$ cat src/rtl/gate_test_sequencer.sv
// Walks a 2-input gate through vectors 00..11, waits a settle time,
// and checks each sampled output against an expected truth table.
module gate_test_sequencer #(
    parameter int unsigned SETTLE_CYCLES = 2,
    parameter logic [3:0]  TRUTH_TABLE   = 4'b0001
) (
    input  logic       clk,
    input  logic       rst_n,
    input  logic       start,
    input  logic       abort,
    input  logic       gate_y,
    output logic       drv_in1,
    output logic       drv_in2,
    output logic       busy,
    output logic       done,
    output logic       pass,
    output logic [2:0] err_count,
    output logic [3:0] err_mask
);

    localparam logic [3:0] SETTLE_W = 4'(SETTLE_CYCLES);

    typedef enum logic [2:0] {
        S_IDLE,
        S_DRIVE,
        S_SETTLE,
        S_SAMPLE,
        S_DONE
    } state_t;

    state_t     r_state;
    state_t     w_next;
    logic [1:0] r_vec;
    logic [3:0] r_wcnt;
    logic       r_pass;
    logic [2:0] r_err_count;
    logic [3:0] r_err_mask;
    logic       w_miss;
    logic       w_accept;

    assign w_miss   = (gate_y != TRUTH_TABLE[r_vec]);
    // DONE also accepts start so a held start runs back-to-back
    assign w_accept = start && !abort &&
                      (r_state == S_IDLE || r_state == S_DONE);

    always_comb begin
        w_next = r_state;
        if (abort) begin
            w_next = S_IDLE;
        end else begin
            unique case (r_state)
                S_IDLE:   if (start) w_next = S_DRIVE;
                S_DRIVE:  w_next = (SETTLE_W == 4'd0) ? S_SAMPLE : S_SETTLE;
                S_SETTLE: if (r_wcnt <= 4'd1) w_next = S_SAMPLE;
                S_SAMPLE: w_next = (r_vec == 2'd3) ? S_DONE : S_DRIVE;
                S_DONE:   w_next = start ? S_DRIVE : S_IDLE;
                default:  w_next = S_IDLE;
            endcase
        end
    end

    always_ff @(posedge clk or negedge rst_n) begin
        if (!rst_n) begin
            r_state     <= S_IDLE;
            r_vec       <= 2'd0;
            r_wcnt      <= 4'd0;
            r_pass      <= 1'b0;
            r_err_count <= 3'd0;
            r_err_mask  <= 4'd0;
        end else begin
            r_state <= w_next;
            if (abort && r_state != S_IDLE) begin
                r_vec  <= 2'd0;
                r_wcnt <= 4'd0;
                r_pass <= 1'b0;
            end else if (w_accept) begin
                r_vec       <= 2'd0;
                r_pass      <= 1'b0;
                r_err_count <= 3'd0;
                r_err_mask  <= 4'd0;
            end else begin
                case (r_state)
                    S_DRIVE:  r_wcnt <= SETTLE_W;
                    S_SETTLE: r_wcnt <= r_wcnt - 4'd1;
                    S_SAMPLE: begin
                        if (w_miss) begin
                            if (r_err_count != 3'd4)
                                r_err_count <= r_err_count + 3'd1;
                            r_err_mask[r_vec] <= 1'b1;
                        end
                        if (r_vec != 2'd3)
                            r_vec <= r_vec + 2'd1;
                        else
                            r_pass <= (r_err_count == 3'd0) && !w_miss;
                    end
                    default: ;
                endcase
            end
        end
    end

    assign drv_in1   = r_vec[1];
    assign drv_in2   = r_vec[0];
    assign busy      = (r_state != S_IDLE);
    assign done      = (r_state == S_DONE);
    assign pass      = r_pass;
    assign err_count = r_err_count;
    assign err_mask  = r_err_mask;

endmodule
$ cat config.mk
export PLATFORM = sky130hd
export DESIGN_NAME = gate_test_sequencer
export DESIGN_NICKNAME = d
export VERILOG_FILES = /design/src/rtl/gate_test_sequencer.sv
export SDC_FILE = /design/constraint.sdc
export NUM_CORES = 1
export LEC_CHECK = 0
export ABC_AREA = 0
export BUFFER_PORTS_ARGS = -buffer_cell sky130_fd_sc_hd__buf_2
export CAP_MARGIN = 20
export CORE_MARGIN = 2
export CORE_UTILIZATION = 62
export CTS_BUF_LIST = sky130_fd_sc_hd__clkbuf_8
export DETAILED_ROUTE_END_ITERATION = 8
export PLACE_DENSITY = 0.86
export REMOVE_ABC_BUFFERS = 1
export SYNTH_ARGS = -nofsm -noshare
export SYNTH_HDL_FRONTEND = slang
export SYNTH_SLANG_ARGS = --single-unit
$ cat constraint.sdc
create_clock -name clk -period 3.65 [get_ports clk]
set_clock_uncertainty 0.2 [all_clocks]
set_input_delay 0.1825 -clock clk [delete_from_list [all_inputs] [get_ports clk]]
set_output_delay 0.1825 -clock clk [all_outputs]
set_load 0.05 [all_outputs]
==> Yosys cells after proc, flatten, opt, wreduce, memory -nomap -nowiden <==
Cells that the tools add are included.
{ "classes": {"n_addsub": 3, "mul": 0, "div": 0, "n_lt_le_gt_ge": 3, "n_eq_ne": 12, "shift": 0, "n_mux": 28, "n_bitwise": 2, "reduce_logical": 23} }
{ "op_table": {"columns": ["operator", "n"], "rows": [
  ["2-to-1 mux 3 bit", 8],
  ["2-to-1 mux 4 bit", 5],
  ["case mux 3 bit (5 select lines)", 1],
  ["!= test 3 bit (second input constant)", 4],
  ["nonzero test 3 bit", 4],
  ["2-to-1 mux 2 bit", 4],
  ["case mux 4 bit (2 select lines)", 1],
  ["AND reduction 2 bit", 4],
  ["2-to-1 mux 1 bit", 7],
  ["== test 3 x 2 -> 1 bit (second input constant)", 2],
  ["zero test 3 bit", 2],
  ["nonzero test 2 bit", 3],
  ["logical AND 1 bit", 5],
  ["<= comparator 4 x 1 -> 1 bit (second input constant)", 1],
  ["OR 4 bit", 1],
  ["AND reduction 4 bit", 1],
  ["subtractor 4 x 1 -> 4 bit (second input constant)", 1],
  ["adder 3 x 1 -> 3 bit (second input constant)", 1],
  ["== test 3 x 1 -> 1 bit (second input constant)", 1],
  ["== test 3 bit (second input constant)", 1],
  ["< comparator 2 x 3 -> 1 bit (second input constant)", 1],
  ["AND reduction 3 bit", 1],
  ["adder 2 x 1 -> 2 bit (second input constant)", 1],
  ["binary-select mux 1 bit (select 2 bit)", 1],
  ["other kinds (9)", 10]
]} }
{ "word_totals": {"register_bits": 17, "latchBits": 0, "ramBits": 0, "romBits": 0, "input_bits": 5, "word_cells": 77, "mem_count": 0} }

==> Depth between registers and ports, before layout <==
{ "depth": {"ltp_word": 9, "mapped_depth": 6, "ltp_nobuf": 6} }

==> Least setup slack after synthesis <==
No wires, ideal clock.
{ "synth_path": {"kind": "register to register", "startpoint": "register r_vec[1]", "endpoint": "register r_err_count[0] (netlist: err_count[0])", "arrival_time_ns": 1.743, "setup_slack_ns": 1.589, "path_stages_with_launch": 7, "synth_period_minus_slack_ns": 2.061, "path_cell_list": "dfrtp_1 inv_1 ha_1 xor2_2 and3b_2 and3_1 a21o_1"} }
{ "synth_between": {"elab_chain_len": 5} }
{ "synth_lines": {"columns": ["item", "line_no", "source"], "rows": [
  ["start, declared", "33", "logic [1:0] r_vec;"],
  ["start signal, assigned", "92", "r_vec <= r_vec + 2'd1;"],
  ["binary-select mux 1 bit (select 2 bit)", "41", "assign w_miss = (gate_y != TRUTH_TABLE[r_vec]);"],
  ["2-to-1 mux 1 bit (implied by the code)", "41", null],
  ["!= test 1 bit", "41", null],
  ["nonzero test 2 bit (no line)", null, null],
  ["AND reduction 4 bit (no line)", null, null],
  ["end signal, assigned", "88", "r_err_count <= r_err_count + 3'd1;"],
  ["end, declared", "36", "logic [2:0] r_err_count;"]
]} }
Every way passes these cells. The select of a mux whose other input is x is not followed.
A chain may end at the register's enable or synchronous reset.

==> Final worst setup path <==
{ "layout_path": {"startpoint": "register r_state[1]", "endpoint": "output port busy"} }
{ "layout_between": {"elab_chain_len": 1} }
{ "layout_lines": {"columns": ["item", "line_no", "source"], "rows": [
  ["start, declared", "31", "state_t r_state;"],
  ["start signal, assigned", "71", "r_state <= w_next;"],
  ["nonzero test 3 bit", "104", "assign busy = (r_state != S_IDLE);"],
  ["end, declared", "14", "output logic busy,"]
]} }
Every way passes these cells.

==> results.cfg <==
[worst_setup_path]
path_cells = or3_4 > buf_2
max_stage_delay_ns = 0.58
end_kind = primary output
crit_path_max_fanout = 15
required_ns = 3.27
critPathArrivalTime_ns = 1.52
r2r_cells = 6
r2r_setup_slack_ns = 1.84
start_kind = flop
setup.worst_path.start = r_state[1]
path_class = reg2out
slowest_stage = dfrtp_1
regToRegEndpoint = err_count[0]
rr_startpoint = r_vec[1]

[clocking]
clk_path_buf_depth = 2
path_clk_slew_ns = 0.07
postCtsSetupBuffers = 0
h-tree-depth = 1
numCtsBuffers = 3
cts.sinks = 17
clockRootBuffer = clkbuf_8
cts_tree = done
clk_latency_ns = 0.25

[place]
gp_congestion = 0.754
hpwl_um = 1440
portBuffers = 16
place_area_sq_um = 1170

[layout]
seq_area_sq_um = 425
final_util_pct = 72.4
final_common_cell = dfrtp_1
final_cell_mix = dfrtp_1 (17), buf_2 (16), nor2_1 (15), a21oi_1 (12), inv_1 (10)
drive_above_1_share_pct = 27.6
antenna_cells = 0
final_area_sq_um = 1220
nets = 141
nFillCells = 131
area_delta_synth_final_pct = 11.1
multi_input_area_sq_um = 599

[floorplanning]
core_sq_um = 1690
fp.dieH_um = 46.1
dieArea_sq_um = 2130
floorplan.rows = 15
ios = 17
initial_utilization_pct = 65.2
die_w_um = 46.1

[yosys]
synth_cell_types = 42
synthTopCellsByArea = dfrtp_1 (39%), ha_1 (9.1%), a21oi_1 (5.5%)
synth_top_area_share_pct = 38.6
synth-seq-cells = 17
ys_seq_area_share_pct = 38.6
ys_warn_count = 0
netlist_area_sq_um = 1100
yosysTopAreaCell = dfrtp_1
syn_inst = 110
syn_avg_cell_area_sq_um = 10.0

[global_routing]
use_met1_pct = 27.9
grt.overflow.total = 0
busiest_layer = met2
grt_max_degree = 18
antenna_found_initial = 0
grt_pass1_vias = 731
track_usage_pct = 21.4
grt_use_met3_pct = 3.53
grtUsageMet2_pct = 35.0
grt_pass1_wl_um = 3230

[timing]
period_share_pct = 52.2
finalSetupViolCount = 0
fmax_mhz = 525
finalSetupTns_ns = 0
relSlewSlack_pct = 62.1
finalCriticalPeriod_ns = 1.90
finalHoldViolations = 0
finalMaxSlewViolations = 0
rsz0062_at_grt = false
worst_slew_pin_slew_ns = 0.569

[drt]
firstDrtPassIters = 4
post_drt_wl_per_cell_um = 13.5
vias_per_cell = 5.79
via_count = 834
wl_um = 1950
ant_nets = 0
drt_iter0_drc = 7
drc_errors = 0

[pwr]
power_uw = 818
p_sw_uw = 372
power.internal_uw = 446
comb_power_share_pct = 46.0
powerDensity_nw_per_um2 = 669
switching_share_pct = 45.5
pwr-share-clk_pct = 16.9
leakage_nw = 0.644
pwr-share-seq_pct = 37.0
peakVddDrop_mv = 0.439

[worst_hold_path]
hold_class = in2reg
hold_depth = 3
hold_path_startpoint = start
hold_end = r_state[0]

[run]
cap_violations = 0

[outcome]
status = complete, no violations
==> cells by family (layout without fill, tap and decap cells) <==
logic type | Yosys count | count (layout) | share of synthesized area (%)
buffers and inverters | 15 | 32 | 6.93
XOR/XNOR | 3 | 3 | 3.07
flip-flops | 17 | 17 | 38.6
AO/OA/AOI/OAI | 26 | 26 | 15.9
adder cells (fa/ha/maj) | 8 | 8 | 9.09
AND/OR/NAND/NOR | 40 | 40 | 25.5
multiplexers | 1 | 1 | 0.909
==> how the worst max path moves through the flow <==
stage | endpoint | slack (ns) | cells after the start
final | busy | 1.75 | 2
after global routing | done | 1.66 | 3
after CTS | busy | 1.74 | 2
after detailed placement | err_count[0] | 1.86 | 6
after global placement | err_count[0] | 1.87 | 6
after floorplan | err_count[0] | 1.59 | 6
==> state kept, by name, summed over array words and instances (netlist names) <==
signal and flops:
r_vec 2, r_state 3, pass 1, err_count 3, r_wcnt 4, err_mask 4
==> synth_stat cells <==
cell,count
nand2_1,3
xor2_2,1
xnor2_1,2
inv_1,10
or3_1,1
nor3_1,1
ha_1,8
inv_2,1
nor2_1,15
mux2i_1,1
and2_4,1
and4_1,1
o21ai_1,1
a21oi_1,12
nand2b_1,3
o21ai_0,1
buf_2,1
a32oi_1,1
nand2_4,1
and3b_2,1
and4bb_1,1
nor4_2,1
o311ai_2,1
clkbuf_4,1
nor4b_4,1
a31oi_1,2
or2_2,1
nor3_2,2
and3_1,1
or3_4,1
buf_6,2
a211oi_1,1
o21ai_2,1
nand3b_1,2
a21o_1,1
o31ai_1,1
and2_1,1
dfrtp_1,17
nand4b_4,1
nor2_2,1
o32ai_1,3
a32o_1,1
==> through the flow <==
stage	hold slack, ns	instances	setup WS (ns)
floorplan	-0.313	106	1.59
global placement	-0.0821	139	1.87
detailed placement	-0.0770	139	1.86
CTS	0.0627	144	1.74
global route	0.0713	144	1.66
finish	0.0671	144	1.75
==> repair_timing <==
item	CTS	global route
hold buffers	1	0
hold endpoints to repair	17	0
resized for setup	0	0
==> power by group through the flow <==
stage	clock network [mW]	registers, mW	logic, mW
2_1_floorplan	0	0.349	0.250
3_3_place_gp	0	0.303	0.368
3_5_place_dp	0	0.307	0.377
4_1_cts	0.142	0.303	0.380
5_1_grt	0.151	0.313	0.419
6_report	0.138	0.303	0.377
==> cell type report <==
cell class	count	share of cell area, %
multi-input combinational	78	49.0
sequential	17	34.8
timing repair buffer	17	7.36
clock buffer	3	3.37
inverter	11	3.37
tap	17	1.74
clock inverter	1	0.409
==> routing by layer <==
| layer | share of wire [%] | up-vias |
|---|---|---|
| met4 | 0.56 | 0 |
| met2 | 51 | 14 |
| met1 | 46 | 401 |
| li1 | - | 417 |
| met5 | 0 | - |
| met3 | 3.0 | 2 |
==> worst max-delay path: cells and delay by family (launching register included) <==
family                 cells  cell delay [ns]
flip-flops                 1             0.58
AND/OR/NAND/NOR            1             0.47
buffers and inverters      1             0.22
(Power assumes the default switching activity.)
